<file path="config.mk">
export PLATFORM = sky130hd
export DESIGN_NAME = uart_frame_ctrl
export DESIGN_NICKNAME = d
export VERILOG_FILES = /design/src/rtl/uart_frame_ctrl.sv
export SDC_FILE = /design/constraint.sdc
export NUM_CORES = 1
export LEC_CHECK = 0
export BUFFER_PORTS_ARGS = -buffer_cell sky130_fd_sc_hd__buf_2
export CAP_MARGIN = 40
export CORE_MARGIN = 5
export CORE_UTILIZATION = 35
export CTS_CLUSTER_SIZE = 24
export DETAILED_ROUTE_END_ITERATION = 7
export SYNTH_ARGS = -nofsm -noshare
export SYNTH_HDL_FRONTEND = slang
export SYNTH_SLANG_ARGS = --single-unit
</file>
<file path="constraint.sdc">
create_clock -name clk -period 9 [get_ports clk]
set_input_delay 0 -clock clk [delete_from_list [all_inputs] [get_ports clk]]
set_output_delay 0 -clock clk [all_outputs]
set_load 0.01 [all_outputs]
</file>
<file path="src/rtl/uart_frame_ctrl.sv">
// ============================================================================
// uart_frame_ctrl
// ----------------------------------------------------------------------------
// Frame-level receive controller between uart_rx and the hasher input.
//
// A byte is taken from uart_rx on the rising edge of rx_data_ready. If the
// strobe is held high, it still counts as only one byte. Frames have the form
//   SOF, LEN, payload[LEN], checksum   (checksum only with FRAME_CHECKSUM_EN)
// Payload bytes are buffered in a small FIFO. They leave on a valid/ready
// stream, and the final byte of each frame carries a last tag.
//
// uart_rx cannot be back-pressured. The FIFO only absorbs downstream stalls.
// If a frame overruns the FIFO, the frame is dropped. The controller then
// waits in DRAIN for a quiet line before it hunts for SOF again.
//
// Compile-time option:
//   FRAME_CHECKSUM_EN  defined   -> trailing checksum byte is expected and
//                                   checked: sum(LEN, payload) mod 256
//                      undefined -> no checksum byte; frame_ok follows the
//                                   last payload byte
//
// Parameters:
//   SOF_BYTE        start-of-frame byte
//   FIFO_DEPTH      payload FIFO entries (power of two, >= 2)
//   TIMEOUT_CYCLES  maximum clk cycles between bytes inside a frame
//
// Ports:
//   clk            system clock, rising edge
//   rst            synchronous active-high reset
//   rx_data        byte from uart_rx, valid while rx_data_ready is high
//   rx_data_ready  byte strobe from uart_rx
//   m_data         payload byte at FIFO head (0 when empty)
//   m_last         head byte ends its frame (0 when empty)
//   m_valid        FIFO non-empty
//   m_ready        downstream accepts; pop on m_valid && m_ready
//   frame_start    1-cycle pulse: SOF accepted
//   frame_ok       1-cycle pulse: frame completed successfully
//   frame_err      1-cycle pulse: frame error
//   err_code       last error (00 checksum, 01 timeout, 10 overflow,
//                  11 zero length); holds until the next error
// ============================================================================
module uart_frame_ctrl #(
  parameter logic [7:0] SOF_BYTE       = 8'hA5,
  parameter int         FIFO_DEPTH     = 16,
  parameter int         TIMEOUT_CYCLES = 50000
) (
  input  logic       clk,
  input  logic       rst,
  input  logic [7:0] rx_data,
  input  logic       rx_data_ready,
  output logic [7:0] m_data,
  output logic       m_last,
  output logic       m_valid,
  input  logic       m_ready,
  output logic       frame_start,
  output logic       frame_ok,
  output logic       frame_err,
  output logic [1:0] err_code
);

  localparam int              AW            = $clog2(FIFO_DEPTH);
  localparam int              TW            = $clog2(TIMEOUT_CYCLES + 1);
  localparam logic [AW:0]     FIFO_FULL_CNT = (AW+1)'(FIFO_DEPTH);
  localparam logic [TW-1:0]   TMO_LAST      = TW'(TIMEOUT_CYCLES - 1);

`ifdef FRAME_CHECKSUM_EN
  localparam logic [1:0] ERR_CSUM = 2'b00;
`endif
  localparam logic [1:0] ERR_TMO  = 2'b01;
  localparam logic [1:0] ERR_OVF  = 2'b10;
  localparam logic [1:0] ERR_ZLEN = 2'b11;

`ifdef FRAME_CHECKSUM_EN
  typedef enum logic [2:0] {
    S_IDLE,
    S_LEN,
    S_PAYLOAD,
    S_CSUM,
    S_DRAIN
  } state_t;
`else
  typedef enum logic [2:0] {
    S_IDLE,
    S_LEN,
    S_PAYLOAD,
    S_DRAIN
  } state_t;
`endif

  // --------------------------------------------------------------------------
  // Registers
  // --------------------------------------------------------------------------
  state_t        state_reg, state_next;
  logic          rx_q_reg;
  logic [7:0]    remain_reg, remain_next;
`ifdef FRAME_CHECKSUM_EN
  logic [7:0]    sum_reg, sum_next;
`endif
  logic [TW-1:0] tmo_reg, tmo_next;
  logic          frame_start_reg, start_next;
  logic          frame_ok_reg, ok_next;
  logic          frame_err_reg, err_next;
  logic [1:0]    err_code_reg, code_next;

  // Payload FIFO: {last, data} per entry. The read is combinational from
  // the head, so a byte written at an edge appears on m_data right after it.
  logic [8:0]    fifo_mem [FIFO_DEPTH];
  logic [AW-1:0] wr_ptr_reg;
  logic [AW-1:0] rd_ptr_reg;
  logic [AW:0]   count_reg;

  // --------------------------------------------------------------------------
  // Combinational helpers
  // --------------------------------------------------------------------------
  logic       acc;
  logic       tmo_hit;
  logic       fifo_empty;
  logic       fifo_full;
  logic       pop;
  logic       push;
  logic       push_last;
  logic       flush;
  logic [8:0] fifo_head;

  // Rising edge of the strobe: a level held high yields exactly one byte.
  assign acc        = rx_data_ready & ~rx_q_reg;

  // A byte arriving in the same cycle as the limit restarts the gap.
  assign tmo_hit    = (tmo_reg == TMO_LAST) && !acc;

  assign fifo_empty = (count_reg == '0);
  assign fifo_full  = (count_reg == FIFO_FULL_CNT);
  assign pop        = !fifo_empty && m_ready;
  assign fifo_head  = fifo_mem[rd_ptr_reg];

  assign m_valid    = !fifo_empty;
  assign m_data     = fifo_empty ? 8'h00 : fifo_head[7:0];
  assign m_last     = !fifo_empty && fifo_head[8];

  assign frame_start = frame_start_reg;
  assign frame_ok    = frame_ok_reg;
  assign frame_err   = frame_err_reg;
  assign err_code    = err_code_reg;

  // --------------------------------------------------------------------------
  // Next-state / output logic
  // --------------------------------------------------------------------------
  always_comb begin
    state_next  = state_reg;
    remain_next = remain_reg;
`ifdef FRAME_CHECKSUM_EN
    sum_next    = sum_reg;
`endif
    start_next  = 1'b0;
    ok_next     = 1'b0;
    err_next    = 1'b0;
    code_next   = err_code_reg;
    push        = 1'b0;
    push_last   = 1'b0;
    flush       = 1'b0;

    case (state_reg)
      S_IDLE: begin
        // Anything other than SOF is line noise and is dropped silently.
        if (acc && rx_data == SOF_BYTE) begin
          state_next = S_LEN;
          start_next = 1'b1;
        end
      end

      S_LEN: begin
        if (acc) begin
          if (rx_data == 8'h00) begin
            err_next   = 1'b1;
            code_next  = ERR_ZLEN;
            state_next = S_IDLE;
          end else begin
            remain_next = rx_data;
`ifdef FRAME_CHECKSUM_EN
            // The length byte is part of the checksum.
            sum_next    = rx_data;
`endif
            state_next  = S_PAYLOAD;
          end
        end else if (tmo_hit) begin
          err_next   = 1'b1;
          code_next  = ERR_TMO;
          flush      = 1'b1;
          state_next = S_IDLE;
        end
      end

      S_PAYLOAD: begin
        if (acc) begin
          // Fullness is judged on start-of-cycle occupancy. A same-cycle pop
          // does not rescue the byte.
          if (fifo_full) begin
            err_next   = 1'b1;
            code_next  = ERR_OVF;
            flush      = 1'b1;
            state_next = S_DRAIN;
          end else begin
            push        = 1'b1;
            push_last   = (remain_reg == 8'd1);
            remain_next = remain_reg - 8'd1;
`ifdef FRAME_CHECKSUM_EN
            sum_next    = sum_reg + rx_data;
            if (remain_reg == 8'd1) begin
              state_next = S_CSUM;
            end
`else
            if (remain_reg == 8'd1) begin
              ok_next    = 1'b1;
              state_next = S_IDLE;
            end
`endif
          end
        end else if (tmo_hit) begin
          err_next   = 1'b1;
          code_next  = ERR_TMO;
          flush      = 1'b1;
          state_next = S_IDLE;
        end
      end

`ifdef FRAME_CHECKSUM_EN
      S_CSUM: begin
        if (acc) begin
          // The payload has already been streamed. On a bad checksum,
          // downstream drops it when it sees frame_err.
          if (rx_data == sum_reg) begin
            ok_next = 1'b1;
          end else begin
            err_next  = 1'b1;
            code_next = ERR_CSUM;
          end
          state_next = S_IDLE;
        end else if (tmo_hit) begin
          err_next   = 1'b1;
          code_next  = ERR_TMO;
          flush      = 1'b1;
          state_next = S_IDLE;
        end
      end
`endif

      S_DRAIN: begin
        // Swallow the rest of the overrun frame. Only a quiet line tells us
        // we are back at a frame boundary. This exit is silent.
        if (tmo_hit) begin
          state_next = S_IDLE;
        end
      end

      default: begin
        state_next = S_IDLE;
      end
    endcase

    // The gap counter restarts on every byte. It stays at zero while
    // hunting for SOF.
    if (acc || tmo_hit || state_reg == S_IDLE) begin
      tmo_next = '0;
    end else begin
      tmo_next = tmo_reg + TW'(1);
    end
  end

  // --------------------------------------------------------------------------
  // State and FIFO control registers
  // --------------------------------------------------------------------------
  always_ff @(posedge clk) begin
    if (rst) begin
      state_reg       <= S_IDLE;
      rx_q_reg        <= 1'b0;
      remain_reg      <= 8'h00;
`ifdef FRAME_CHECKSUM_EN
      sum_reg         <= 8'h00;
`endif
      tmo_reg         <= '0;
      frame_start_reg <= 1'b0;
      frame_ok_reg    <= 1'b0;
      frame_err_reg   <= 1'b0;
      err_code_reg    <= 2'b00;
      wr_ptr_reg      <= '0;
      rd_ptr_reg      <= '0;
      count_reg       <= '0;
    end else begin
      state_reg       <= state_next;
      rx_q_reg        <= rx_data_ready;
      remain_reg      <= remain_next;
`ifdef FRAME_CHECKSUM_EN
      sum_reg         <= sum_next;
`endif
      tmo_reg         <= tmo_next;
      frame_start_reg <= start_next;
      frame_ok_reg    <= ok_next;
      frame_err_reg   <= err_next;
      err_code_reg    <= code_next;

      // Flush overrides any same-cycle push or pop.
      if (flush) begin
        wr_ptr_reg <= '0;
        rd_ptr_reg <= '0;
        count_reg  <= '0;
      end else begin
        if (push) begin
          wr_ptr_reg <= wr_ptr_reg + AW'(1);
        end
        if (pop) begin
          rd_ptr_reg <= rd_ptr_reg + AW'(1);
        end
        case ({push, pop})
          2'b10:   count_reg <= count_reg + (AW+1)'(1);
          2'b01:   count_reg <= count_reg - (AW+1)'(1);
          default: count_reg <= count_reg;
        endcase
      end
    end
  end

  // FIFO storage. Push and flush are mutually exclusive, and occupancy is
  // reset separately, so the array needs no reset.
  always_ff @(posedge clk) begin
    if (push) begin
      fifo_mem[wr_ptr_reg] <= {push_last, rx_data};
    end
  end

endmodule
</file>
### After elaboration in Yosys (flattened, before gate mapping)

Memory sizes are Yosys's and may differ from the RTL's. A register that Yosys moved wholly into a read port is not among the register bits.
Cells that the tools add are included.
Widths: inputs -> output; s select.

| operators by class | value |
|---|---|
| $add $sub $neg | 6 |
| equality and inequality tests | 17 |
| multiplexer cells | 41 |
| bitwise gates (word level) | 5 |
| reductions and logical operators | 20 |

Operators with widths:

| cell | count |
|---|---|
| $mux 8 | 5 |
| $mux 3 | 6 |
| $add 16x1->16 const B | 1 |
| $eq 16x16->1 const B | 1 |
| $mux 1 | 16 |
| $pmux 8 s2 | 1 |
| $mux 2 | 6 |
| $pmux 3 s4 | 1 |
| $ne 2x2->1 const B | 5 |
| $pmux 5 s2 | 1 |
| $add 4x1->4 const B | 2 |
| $eq 8x1->1 const B | 1 |
| $eq 8x8->1 const B | 1 |
| $logic_not 8->1 | 1 |
| $mux 4 | 2 |
| $sub 8x1->8 const B | 1 |
| $eq 3x2->1 const B | 2 |
| $ne 3x3->1 const B | 2 |
| $reduce_or 2->1 | 3 |
| $add 5x1->5 const B | 1 |
| $eq 5x5->1 const B | 1 |
| $logic_not 5->1 | 1 |
| $reduce_and 5->1 | 1 |
| $sub 5x1->5 const B | 1 |
| 16 further kinds | 26 |

| word-level totals | value |
|---|---|
| register bits | 46 |
| memory bits (writable) | 144 |
| input bits | 12 |
| output and inout bits | 15 |
| word-level logic and storage cells | 101 |
| memories kept | 1 |

Memory list:

| name | words | width | read ports | clocked after Yosys merged registers in | write ports | RTL line | text |
|---|---|---|---|---|---|---|---|
| fifo_mem | 16 | 9 | 1 | 1 | 1 | 107 | `logic [8:0] fifo_mem [FIFO_DEPTH];` |

### Depth between registers and ports, before layout

Gate-level depths: netlist of the first run.

| depth | value |
|---|---|
| depth in word-level cells | 9 |
| depth in mapped cells | 13 |
| gate-level depth less buffers | 10 |

### Least setup slack after synthesis of the first run

OpenSTA, ideal clock, no wires.

| path | value |
|---|---|
| path type | register to register |
| start | register count_reg[1] |
| end | register count_reg[2] |
| setup time | 0.070 ns |
| data arrival time | 2.913 ns |
| required time | 8.930 ns |
| slack | 6.017 ns |
| stages on the path, launching flop included | 14 |
| clock period less this slack | 2.983 ns |
| path through | dfxtp_1 -> buf_6 -> or4_1 -> clkbuf_2 -> o21ai_0 -> inv_1 -> ha_1 -> clkbuf_1 -> xor2_1 -> ha_1 -> a21oi_1 -> xor2_1 -> or3_1 -> a21oi_1 |

| between the ends | value |
|---|---|
| elaborated cells on any way between the ends | 17 |
| those cells by class | add/sub (2); eq/ne (3); mux (7); reduce/logical (5) |

RTL lines:

| what | RTL line | text |
|---|---|---|
| start: declaration | 110 | `logic [AW:0] count_reg;` |
| start signal: assignment | 314 | `2'b10: count_reg <= count_reg + (AW+1)'(1);` |
| start signal: assignment | 315 | `2'b01: count_reg <= count_reg - (AW+1)'(1);` |
| start signal: assignment | 316 | `default: count_reg <= count_reg;` |
| $logic_not 5->1 (*) | 131 | `assign fifo_empty = (count_reg == '0);` |
| $logic_not 1->1 (*) | 133 | `assign pop = !fifo_empty && m_ready;` |
| $logic_and 1x1->1 (*) | 133 |  |
| net pop | 119 | `logic pop;` |
| $eq 2x1->1 or $eq 2x2->1 (tied branches) | 313 | `case ({push, pop})` |
| $pmux 5 s2 or $reduce_bool 2->1 (tied branches) | - |  |

Mark *: on every way through the listed nets, which the timed path passes. The rest lies on a longest branch.
A chain may end at the register's enable or synchronous reset.

### Worst setup path after layout of the first run

| path | value |
|---|---|
| start | register state_reg[1] |
| end | register count_reg[2] |

| between the ends | value |
|---|---|
| cells in the longest elaborated chain, start to end | 4 |
| elaborated cells on any way between the ends | 9 |
| those cells by class | eq/ne (4); mux (3); reduce/logical (2) |

RTL lines:

| what | RTL line | text |
|---|---|---|
| start: declaration | 93 | `state_t state_reg, state_next;` |
| start signal: assignment | 289 | `state_reg <= state_next;` |
| $eq 3x2->1 | 162 | `case (state_reg)` |
| $mux 1 | 162 |  |
| $eq 2x1->1 or $eq 2x2->1 (tied branches) | 313 |  |
| $pmux 5 s2 or $reduce_bool 2->1 (tied branches) | - |  |

Several ways; a longest one is shown, not always the timed one.

==> impl_results.md, run 1 <==
- Clock Path Buffers: 2
- Gpl congestion: 0.801
- Fmax: 261 MHz
- Final setup viols: 0
- Worst slew pin tran: 0.912 ns
- YS warnings: 0
- Critical path's largest stage delay: 0.67 ns
- TritonCTS clock tree: built
- CP Launch Type: flop
- HP Class: in2reg
- Largest net degree at the start of global routing: 37
- RSZ-0062 raised after global routing: false
- Number of library cell types mapped by synthesis: 63
- Max reg flops: 144
- DIE AREA: 0.0267 mm²
- Post-synth top area share: 52.5%
- Leak: 3.00 nW
- Post-Syn Instances: 554
- Avg WL per Cell: 18.6 µm
- Status: completed
- Total congestion overflow: 0
- Row count: 56
- Minimum clock period: 3.83 ns
- Via density: 5.31
- Tcrit/Tclk final: 42.6%
- Clock-pin slew on the worst setup and hold paths: 0.08 ns
- Clk Latency, worst-skew pair: 0.43 ns
- Post-synthesis register bit count: 194
- Post-CTS setup buffers: 0
- CP endpoint kind: flop
- Clock buffer count from CTS: 17
- CP top delay family: simple AND/OR/NAND/NOR gates
- Diode count: 0
- Placed Area: 0.00874 mm²
- Syn avg cell area: 14.9 µm²
- Port bufs: 26
- I/O pins: 27
- Hold slack: 0.0107 ns
- Multi-input logic area: 0.00268 mm²
- Layout Nets: 620
- Drt total wl: 17300 µm
- Seq/Total Area, Yosys: 64.7%
- Die Y: 163 µm
- First-pass GRT wire length: 27000 µm
- Chip width: 163 µm
- Cell Chain, Critical Path: or3b_1, a211oi_2, buf_4, inv_1, ha_1, xor2_1, ha_1, a21oi_1, xor2_1, or3_1, a21oi_1
- Worst Path Max Fanout: 20
- ANT nets after route: 0
- Final Skew: 0.00938 ns
- Setup tns final: 0 ns
- EDFF count, synth: 144
- Starting DRC count in detailed routing: 374
- Share of cells above drive strength 1: 20.7%
- Largest area contributor in the synthesized netlist: edfxtp_1
- CP max-delay cell: or3b_1
- Initial antenna violation count: 0
- Register Area: 0.00533 mm²
- Layout area overhead: 14.2%
- Synthesized area: 0.00823 mm²
- Final Slew Violations: 0
- Critical path class: reg2reg
- CTS H-tree lvls: 4
- Via count: 4931
- Net Count, Synth: 577
- Max-Cap Viols: 0
- Tot GR Track Use: 13.3%
- Slew headroom: 38.9%
- Hold Vio Cnt, Final: 0
- Filler cells: 2119
- Post-synth top flop: edfxtp_1
- Clock sink total: 194
- DRT Pass-1 Iters: 5
- Power Dens Cells: 185 mW/mm²
- VDD IR max: 0.123 mV
- Critical path buffer and inverter count: 2
- Fin area: 0.00940 mm²
- CTS root buf: clkbuf_16
- Residual DRC: 0
- Top cells by area, synth: edfxtp_1, dfxtp_1, mux4_2, mux2i_1, nor2_1
- CP Data Required Time: 9.36 ns
- Synth async-reset ratio: 0%
- Starting Density: 35.3%
- Vias in the first global route: 4803
- Core Area: 0.0233 mm²
- Worst path arrival time: 4.20 ns
- DP Wirelength: 11400 µm
logic make-up (layout without fill, tap and decap cells):
logic type | after synthesis | in the layout | share of synthesized area (%)
AO/OA/AOI/OAI | 80 | 80 | 7.07
XOR/XNOR | 21 | 21 | 2.23
adder cells (fa/ha/maj) | 11 | 11 | 1.67
buffers and inverters | 43 | 99 | 2.80
flip-flops | 194 | 194 | 64.7
multiplexers | 56 | 56 | 12.3
other | 1 | 1 | 0.0455
AND/OR/NAND/NOR | 148 | 148 | 9.23
cell type report:
| class | count | area share [%] |
|---|---|---|
| clock buffers | 17 | 4.52 |
| clock inverters | 15 | 1.88 |
| repair buffers | 53 | 3.67 |
| well taps | 319 | 4.24 |
| flip-flops and latches | 194 | 56.6 |
| inverters | 14 | 0.559 |
| multi-input cells | 317 | 28.5 |
through the flow:
step           utilization, %  setup slack (ns)  power, mW  cells
6_report                 40.3              5.17       1.74    929
5_1_grt                  40.3              4.86       1.80    929
4_1_cts                  40.3              5.21       1.76    929
3_5_place_dp             37.5              5.20       1.00    891
3_3_place_gp             36.9              4.97       1.00    873
2_1_floorplan               -              6.02      0.988    554
synthesized netlist by cell type, drive strengths merged, types with 11 or more instances:
master  number
nor4        12
dfxtp       50
o21ai       12
clkbuf      12
mux2i       20
nor3        13
inv         14
xnor2       13
nand2       27
mux4        36
buf         17
o22ai       12
nor2        43
ha          11
a21oi       17
edfxtp     144
worst reg2reg max path, delay by kind of cell (launching register included):
family / cells / cell delay, ns
DFF: 1 / 0.53
AOI/OAI and AO/OA: 3 / 0.89
adders and majority gates: 2 / 0.62
and+or+nand+nor: 2 / 0.98
buffers and inverters: 2 / 0.47
xor gates and xnor gates: 2 / 0.28
path summary, 6_finish.rpt:
path                                           startpoint  cells past startpoint  slack [ns]                        end
worst max-delay path            state_reg[1]$_SDFFE_PP0P_                     11        5.17  count_reg[2]$_SDFFE_PP0P_
worst min register to register      tmo_reg[0]$_SDFF_PP0_                      1        0.47      tmo_reg[0]$_SDFF_PP0_
worst max register to register  state_reg[1]$_SDFFE_PP0P_                     11        5.17  count_reg[2]$_SDFFE_PP0P_
worst min-delay path                           rx_data[5]                      1        0.01  fifo_mem[13][5]$_DFFE_PP_
repair_timing:
action                                  4_1_cts  5_1_grt
endpoints found under the setup margin        0        0
resized for setup                             0        0
hold endpoints to repair                     11        0
hold buffers                                  6        0
per-layer routing:
metal	track usage (%)	wire length (µm)	vias to the layer above
met5	0	0	-
met4	3.43	205	0
met3	3.61	929	14
met2	21.4	8300	151
met1	18.0	7830	2515
li1	-	-	2251
cell usage in the layout, fill, tap and decap left out, drive strengths merged, types with 5 or more instances in the layout:
cell	count
edfxtp	144
dfxtp	50
buf	47
nor2	43
mux4	36
nand2	27
inv	23
mux2i	20
a21oi	17
clkbuf	17
nor3	13
xnor2	13
o21ai	12
nor4	12
o22ai	12
ha	11
nand3	10
xor2	8
or4	7
nor2b	6
dlygate4sd3	6
clkinv	6
nand2b	5
or3	5
report_power, final:
part	total, mW	leakage (nW)	internal, mW	switching (mW)
Sequential	0.958	1.70	0.957	0.00116
Clock	0.753	0.292	0.378	0.375
Combinational	0.0271	1.01	0.00587	0.0212
(Power assumes the default switching activity.)
==> run 2: changes to the inputs <==
Clock period 9 ns to 3.1 ns, I/O delays scaled along.
==> run 2 against run 1 <==
Setup slack worse by 4.9 ns. Register-to-register slack worse by 4.9 ns. Combinational power rose to 2.9 times the previous value. Flip-flop and latch count unchanged. Global-route usage down 0.25 points. Hold slack better by 0.0069 ns. Critical path type unchanged. Largest power group unchanged.
==> impl_results.md, run 2 (synthesis results as in run 1) <==
- Most common library cell in the layout ignoring fill and taps: edfxtp_1 (unchanged)
- Initial antenna violation count: 0 (unchanged)
- Port bufs: 26 (unchanged)
- RSZ-0062 raised after global routing: false (unchanged)
- Tcrit/Tclk final: 90.2% (was 42.6%)
- Final Skew: 0.00892 ns (was 0.00938 ns)
- Filler cells: 2150 (was 2119)
- Gpl congestion: 0.786 (was 0.801)
- Clock Path Buffers: 2 (unchanged)
- Slew headroom: 41.8% (was 38.9%)
- Cell Chain, Critical Path: or4_1, o21ai_1, inv_1, ha_1, xor2_1, ha_1, a21oi_1, xor2_1, or3_1, a21oi_1 (was or3b_1, a211oi_2, buf_4, inv_1, ha_1, xor2_1, ha_1, a21oi_1, xor2_1, or3_1, a21oi_1)
- CP top delay family: simple AND/OR/NAND/NOR gates (unchanged)
- Residual DRC: 0 (unchanged)
- Sequential power share: 56.8% (was 55.1%)
- Clk pwr share: 41.6% (was 43.3%)
- Worst path arrival time: 3.15 ns (was 4.20 ns)
- Switching pwr: 1.05 mW (was 0.397 mW)
- DIE AREA: 0.0267 mm² (unchanged)
- Final setup viols: 0 (unchanged)
- Setup tns final: 0 ns (unchanged)
- Largest net degree at the start of global routing: 37 (unchanged)
- Status: completed (unchanged)
- Starting DRC count in detailed routing: 521 (was 374)
- Highest-count cells in the layout ignoring fill and taps: edfxtp_1, dfxtp_1, nor2_1, mux4_2, nand2_1 (was edfxtp_1, dfxtp_1, nor2_1, mux4_2, buf_2)
- Hold wc startpoint: rx_data[7] (was rx_data[5])
- DRT Pass-1 Iters: 5 (unchanged)
- Placed insts: 897 (was 891)
- Critical path's largest stage delay: 0.57 ns (was 0.67 ns)
- Critical path buffer and inverter count: 1 (was 2)
- R2r startpoint: count_reg[0]$_SDFFE_PP0P_ (was state_reg[1]$_SDFFE_PP0P_)
- CP max-delay cell: or4_1 (was or3b_1)
- Power Dens Cells: 520 mW/mm² (was 185 mW/mm²)
- Starting Density: 35.3% (unchanged)
- Pint: 3.85 mW (was 1.34 mW)
- TritonCTS clock tree: built (unchanged)
- Clock sink total: 194 (unchanged)
- Clock-pin slew on the worst setup and hold paths: 0.07 ns (was 0.08 ns)
- Row count: 56 (unchanged)
- Vias in the first global route: 4864 (was 4803)
- DP Wirelength: 11000 µm (was 11400 µm)
- Drt total wl: 16900 µm (was 17300 µm)
- Gate power share: 1.6% (about the same)
- Final cell count without fillers: 932 (was 929)
- Crit. Startpoint: count_reg[0]$_SDFFE_PP0P_ (was state_reg[1]$_SDFFE_PP0P_)
- Layout area overhead: 14.2% (about the same)
- Diode count: 0 (unchanged)
- Worst Path Max Fanout: 10 (was 20)
- CTS root buf: clkbuf_16 (unchanged)
- Tot GR Track Use: 13.0% (was 13.3%)
- Leak: 2.99 nW (was 3.00 nW)
- Clock buffer count from CTS: 17 (unchanged)
- Chip width: 163 µm (unchanged)
- I/O pins: 27 (unchanged)
- First-pass GRT wire length: 26600 µm (was 27000 µm)
- Via count: 4842 (was 4931)
- Clk Latency, worst-skew pair: 0.43 ns (about the same)
- Max-Cap Viols: 0 (unchanged)
- Sw Ratio: 21.4% (was 22.9%)
- Via density: 5.20 (was 5.31)
- Die Y: 163 µm (unchanged)
- Share of cells above drive strength 1: 21.2% (was 20.7%)
- Fmax: 358 MHz (was 261 MHz)
- CP endpoint kind: flop (unchanged)
- CP Launch Type: flop (unchanged)
- Critical path class: reg2reg (unchanged)
- HP Class: in2reg (unchanged)
- Minimum clock period: 2.80 ns (was 3.83 ns)
- VDD IR max: 0.383 mV (was 0.123 mV)
- CP Data Required Time: 3.45 ns (was 9.36 ns)
- CTS H-tree lvls: 4 (unchanged)
- Layout Nets: 625 (was 620)
- Hold Vio Cnt, Final: 0 (unchanged)
- Core Area: 0.0233 mm² (unchanged)
- ANT nets after route: 0 (unchanged)
- Total congestion overflow: 0 (unchanged)
- Max reg flops: 144 (unchanged)
- Final Slew Violations: 0 (unchanged)
- Avg WL per Cell: 18.2 µm (was 18.6 µm)
- Worst slew pin tran: 0.871 ns (was 0.912 ns)
## run 2: cell types whose count changed in the layout (fill, tap and decap cells not counted), moves of 2 or more
cell,change
inv_6,-2
inv_8,+2
buf_2,-4
clkinvlp_4,+2
inv_12,-2
buf_4,+9
clkinv_8,-3
## run 2: power by group through the flow
stage | logic, mW | clock network, mW | registers, mW
after global routing | 0.0865 | 2.19 | 2.78
after detailed placement | 0.0744 | 0 | 2.84
after global placement | 0.0711 | 0 | 2.84
after floorplan | 0.0280 | 0 | 2.84
final | 0.0786 | 2.03 | 2.78
after CTS | 0.0795 | 2.09 | 2.78
## run 2: worst register-to-register path, stage by stage, from the launching register on
cell and delay (ns):
dfxtp_1 0.38, or4_1 0.57, o21ai_1 0.19, inv_1 0.09, ha_1 0.32, xor2_1 0.19
ha_1 0.25, a21oi_1 0.17, xor2_1 0.11, or3_1 0.32, a21oi_1 0.15
## run 2: repair_timing
action,4_1_cts,5_1_grt
resized for setup,0,1
hold buffers,5,0
endpoints found under the setup margin,0,1
endpoints found under the hold margin,17,0
buffers inserted,0,0
## run 2: routing by layer
layer / share of wire, % / wire [µm] / GRT usage (%) / vias up
met5: 0 / 0 / 0 / -
met4: 1.2 / 206 / 4.23 / 0
met3: 4.4 / 749 / 2.50 / 15
met2: 48 / 8170 / 20.9 / 131
met1: 46 / 7820 / 18.0 / 2439
li1: - / - / - / 2257
## run 2: path summary, 6_finish.rpt
kind / cells after the start / to / slack [ns]
setup / recovery: 10 / count_reg[2]$_SDFFE_PP0P_ / 0.30
hold / removal: 1 / fifo_mem[15][7]$_DFFE_PP_ / 0.02
setup reg to reg: 10 / count_reg[2]$_SDFFE_PP0P_ / 0.30
hold reg to reg: 2 / remain_reg[5]$_SDFFE_PP0P_ / 0.46
## run 2: final cells by class
class | instances | area, µm² | area share, %
inverters | 14 | 52.6 | 0.559
multi-input cells | 317 | 2680 | 28.5
clock inverters | 13 | 120 | 1.28
flip-flops and latches | 194 | 5330 | 56.6
well taps | 319 | 399 | 4.24
clock buffers | 17 | 425 | 4.52
repair buffers | 58 | 403 | 4.28
## run 2: per-stage QoR
step	utilization (%)	hold WS, ns	worst slack, ns	total power, mW	area [µm²]
final	40.3	0.0176	0.303	4.89	9400
after global placement	37.7	0.257	0.427	2.91	8790
after detailed placement	37.8	0.258	0.272	2.91	8810
after global routing	40.3	0.0145	0.0981	5.06	9400
after CTS	40.3	0.00503	0.243	4.95	9400
after floorplan	-	0.0989	0.117	2.87	8230
==> run 3: changes to the inputs <==
Settings changed: ABC_AREA set to 1, SKIP_LAST_GASP set to 1.
==> run 3 against run 2 <==
Combinational power grew to 20 times the previous value. Final cell count grew 33%. Clock skew grew 0.0084 ns. Register-to-register slack better by 0.45 ns. Non-clock buffer count fell by 24. Sequential share of layout area is 1.6 points lower. Critical path depth fell by 3. Core utilization down 0.59 points. First-iteration DRC count shrank 11%. Critical endpoint is now m_data[5].
==> impl_results.md, run 3 <==
- Leak: 3.59 nW (was 2.99 nW)
- Commonest cells in the netlist: nand2_1, edfxtp_1, nand3_1 (was edfxtp_1, dfxtp_1, nor2_1)
- Row count: 57 (was 56)
- Cts repair resizes: 0 (unchanged)
- Critical path's largest stage delay: 0.61 ns (was 0.57 ns)
- Final WS setup: 0.572 ns (was 0.303 ns)
- Initial antenna violation count: 0 (unchanged)
- Placed Area: 0.00903 mm² (was 0.00881 mm²)
- DRT Pass-1 Iters: 4 (was 5)
- Minimum clock period: 2.53 ns (was 2.80 ns)
- Clock-pin slew on the worst setup and hold paths: 0.07 ns (about the same)
- ANT nets after route: 0 (unchanged)
- Status: completed (unchanged)
- DIE AREA: 0.0280 mm² (was 0.0267 mm²)
- CP top delay family: buffers and inverters (was simple AND/OR/NAND/NOR gates)
- Multiplexer area fraction after synthesis: 0% (was 12.3%)
- Clock Path Buffers: 2 (unchanged)
- Chip width: 167 µm (was 163 µm)
- EDFF count, synth: 144 (unchanged)
- Setup tns final: 0 ns (unchanged)
- Largest net degree at the start of global routing: 73 (was 37)
- Total congestion overflow: 0 (unchanged)
- Post-CTS setup buffers: 0 (unchanged)
- Via density: 4.83 (was 5.20)
- Hold slack: 0.0274 ns (was 0.0176 ns)
- Tot GR Track Use: 14.3% (was 13.0%)
- Layout area overhead: 11.7% (was 14.2%)
- R2r endpoint: fifo_mem[6][4]$_DFFE_PP_ (was count_reg[2]$_SDFFE_PP0P_)
- Starting DRC count in detailed routing: 462 (was 521)
- Post-synth top area share: 49.9% (was 52.5%)
- Critical path class: reg2out (was reg2reg)
- CP Data Required Time: 3.10 ns (was 3.45 ns)
- Post-synthesis simple-gate area fraction: 25.7% (was 9.22%)
- Power Dens Cells: 700 mW/mm² (was 520 mW/mm²)
- Most frequent CP cell: nand3_1
- Clock sink total: 194 (unchanged)
- Share of cells above drive strength 1: 11.7% (was 21.2%)
- CP Launch Type: flop (unchanged)
- Post-placement setup slack: 0.714 ns (was 0.272 ns)
- CTS H-tree lvls: 4 (unchanged)
- DP Wirelength: 12900 µm (was 11000 µm)
- Hold depth: 4 (was 1)
- Post-synth top flop: edfxtp_1 (unchanged)
- CTS root buf: clkbuf_16 (unchanged)
- Post-synthesis register bit count: 194 (unchanged)
- YS warnings: 0 (unchanged)
- Critical path buffer and inverter count: 2 (was 1)
- Avg WL per Cell: 16.1 µm (was 18.2 µm)
- Filler cells: 2402 (was 2150)
- Worst slew pin tran: 0.806 ns (was 0.871 ns)
- Drt total wl: 19900 µm (was 16900 µm)
- Fin area: 0.00969 mm² (was 0.00940 mm²)
- Clk Latency, worst-skew pair: 0.44 ns (was 0.43 ns)
- Largest area contributor in the synthesized netlist: edfxtp_1 (unchanged)
- Register-to-Register Path Depth: 6 (was 10)
- Max-Cap Viols: 0 (unchanged)
- Cell Chain, Critical Path: inv_4, nand2_1, nand3_1, nand3_1, a21oi_1, o21a_1, buf_2 (was or4_1, o21ai_1, inv_1, ha_1, xor2_1, ha_1, a21oi_1, xor2_1, or3_1, a21oi_1)
- R2r startpoint: state_reg[1]$_SDFFE_PP0P_ (was count_reg[0]$_SDFFE_PP0P_)
- Top cells by area, synth: edfxtp_1, dfxtp_1, nand2_1, nand3_1, nor2_1 (was edfxtp_1, dfxtp_1, mux4_2, mux2i_1, nor2_1)
- RSZ-0062 raised after global routing: false (unchanged)
- Post-Syn Instances: 880 (was 554)
- CP max-delay cell: inv_4 (was or4_1)
- Clock buffer count from CTS: 17 (unchanged)
- Max reg flops: 144 (unchanged)
- Reg-to-reg slack, setup: 0.75 ns (was 0.30 ns)
- Synth Area in Compound Gates: 4.73% (was 7.07%)
- Final Slew Violations: 0 (unchanged)
- Fmax: 395 MHz (was 358 MHz)
- Final Skew: 0.0173 ns (was 0.00892 ns)
- Largest family of logic cells by synthesized area: simple AND/OR/NAND/NOR gates (was multiplexers)
- Net Count, Synth: 903 (was 577)
- Slew headroom: 46.0% (was 41.8%)
- Final setup viols: 0 (unchanged)
- Port bufs: 26 (unchanged)
- Worst Path Max Fanout: 72 (was 10)
- TritonCTS clock tree: built (unchanged)
- CP endpoint kind: output pin (was flop)
- Starting Density: 35.6% (was 35.3%)
- Post-synthesis xor/xnor area fraction: 1.41% (was 2.23%)
- Via count: 5968 (was 4842)
- VDD IR max: 0.433 mV (was 0.383 mV)
- Die Y: 167 µm (was 163 µm)
- Most common library cell in the layout ignoring fill and taps: nand2_1 (was edfxtp_1)
- Multi-input logic area: 0.00290 mm² (was 0.00268 mm²)
- Residual DRC: 0 (unchanged)
- I/O pins: 27 (unchanged)
- Worst path arrival time: 2.53 ns (was 3.15 ns)
- Layout Nets: 921 (was 625)
- Core Area: 0.0244 mm² (was 0.0233 mm²)
- Hold Vio Cnt, Final: 0 (unchanged)
- Synth async-reset ratio: 0% (unchanged)
- Syn avg cell area: 9.85 µm² (was 14.9 µm²)
- Register Area: 0.00533 mm² (unchanged)
- Hold wc startpoint: m_ready (was rx_data[7])
- Diode count: 0 (unchanged)
- Seq/Total Area, Yosys: 61.4% (was 64.7%)
- Synthesized area: 0.00867 mm² (was 0.00823 mm²)
- Highest-count cells in the layout ignoring fill and taps: nand2_1, edfxtp_1, nand3_1, nor2_1, dfxtp_1 (was edfxtp_1, dfxtp_1, nor2_1, mux4_2, nand2_1)
- First-pass GRT wire length: 31800 µm (was 26600 µm)
- Tcrit/Tclk final: 81.6% (was 90.2%)
- Gpl congestion: 0.822 (was 0.786)
- HP Class: in2reg (unchanged)
- Most frequent cell after synthesis: nand2_1 (was edfxtp_1)
- Synth Area in Adders: 1.59% (was 1.67%)
- Number of library cell types mapped by synthesis: 39 (was 63)
- Vias in the first global route: 5752 (was 4864)
run 3: cell count changes in the layout (fill, tap and decap cells not counted), sizes merged, moves of 9 or more:
cell	delta
nand3	+126
inv	+43
buf	-22
a21oi	+24
nor2	+38
mux4	-36
mux2i	-20
nand2	+227
xnor2	-9
nor4	-12
o22ai	-11
run 3: area by class of cell:
cell class / instances / share of cell area, %
clock buffers: 17 / 4.39
clock inverters: 15 / 2.07
inverters: 60 / 2.35
multi-input cells: 591 / 30.0
flip-flops and latches: 194 / 55.0
well taps: 324 / 4.19
repair buffers: 34 / 2.04
run 3: worst reg2reg max path: cells and delay by family (launching register included):
family | cells | cell delay [ns]
buffers and inverters | 1 | 0.15
and+or+nand+nor | 5 | 1.43
DFF | 1 | 0.39
run 3: stage by stage:
| stage | util, % | total power [mW] | cells |
|---|---|---|---|
| 2_1_floorplan | - | 4.13 | 880 |
| 3_3_place_gp | 37.0 | 4.58 | 1200 |
| 3_5_place_dp | 37.0 | 4.59 | 1200 |
| 4_1_cts | 39.7 | 6.82 | 1235 |
| 5_1_grt | 39.7 | 7.15 | 1235 |
| 6_report | 39.7 | 6.78 | 1235 |
run 3: repair_timing:
action                     CTS  global route
setup endpoints to repair    0             0
hold buffers                 3             0
hold endpoints to repair     4             0
run 3: per-layer routing:
layer,wire [µm],up-vias,track usage (%)
li1,-,2999,-
met1,9490,2825,20.3
met2,9250,131,22.9
met3,958,13,2.76
met4,166,0,3.21
met5,0,-,0
run 3: cells by family after synthesis:
family | Yosys count
adder cells (fa/ha/maj) | 11
buffers and inverters | 95
flip-flops | 194
AO/OA/AOI/OAI | 69
XOR/XNOR | 14
other | 1
AND/OR/NAND/NOR | 496
run 3: worst max-delay path by stage:
stage,from,endpoint,cells after the start
2_1_floorplan,count_reg[0]$_SDFFE_PP0P_,count_reg[2]$_SDFFE_PP0P_,13
3_3_place_gp,state_reg[1]$_SDFFE_PP0P_,fifo_mem[14][3]$_DFFE_PP_,6
3_5_place_dp,state_reg[1]$_SDFFE_PP0P_,fifo_mem[6][1]$_DFFE_PP_,6
4_1_cts,flop,m_data[0],7
5_1_grt,flop,m_data[5],7
6_report,flop,m_data[5],7
run 3: power breakdown:
group / leakage (nW) / internal, mW / switching (mW)
Clock: 0.297 / 1.11 / 1.13
Combinational: 1.60 / 0.533 / 1.08
Sequential: 1.69 / 2.83 / 0.102
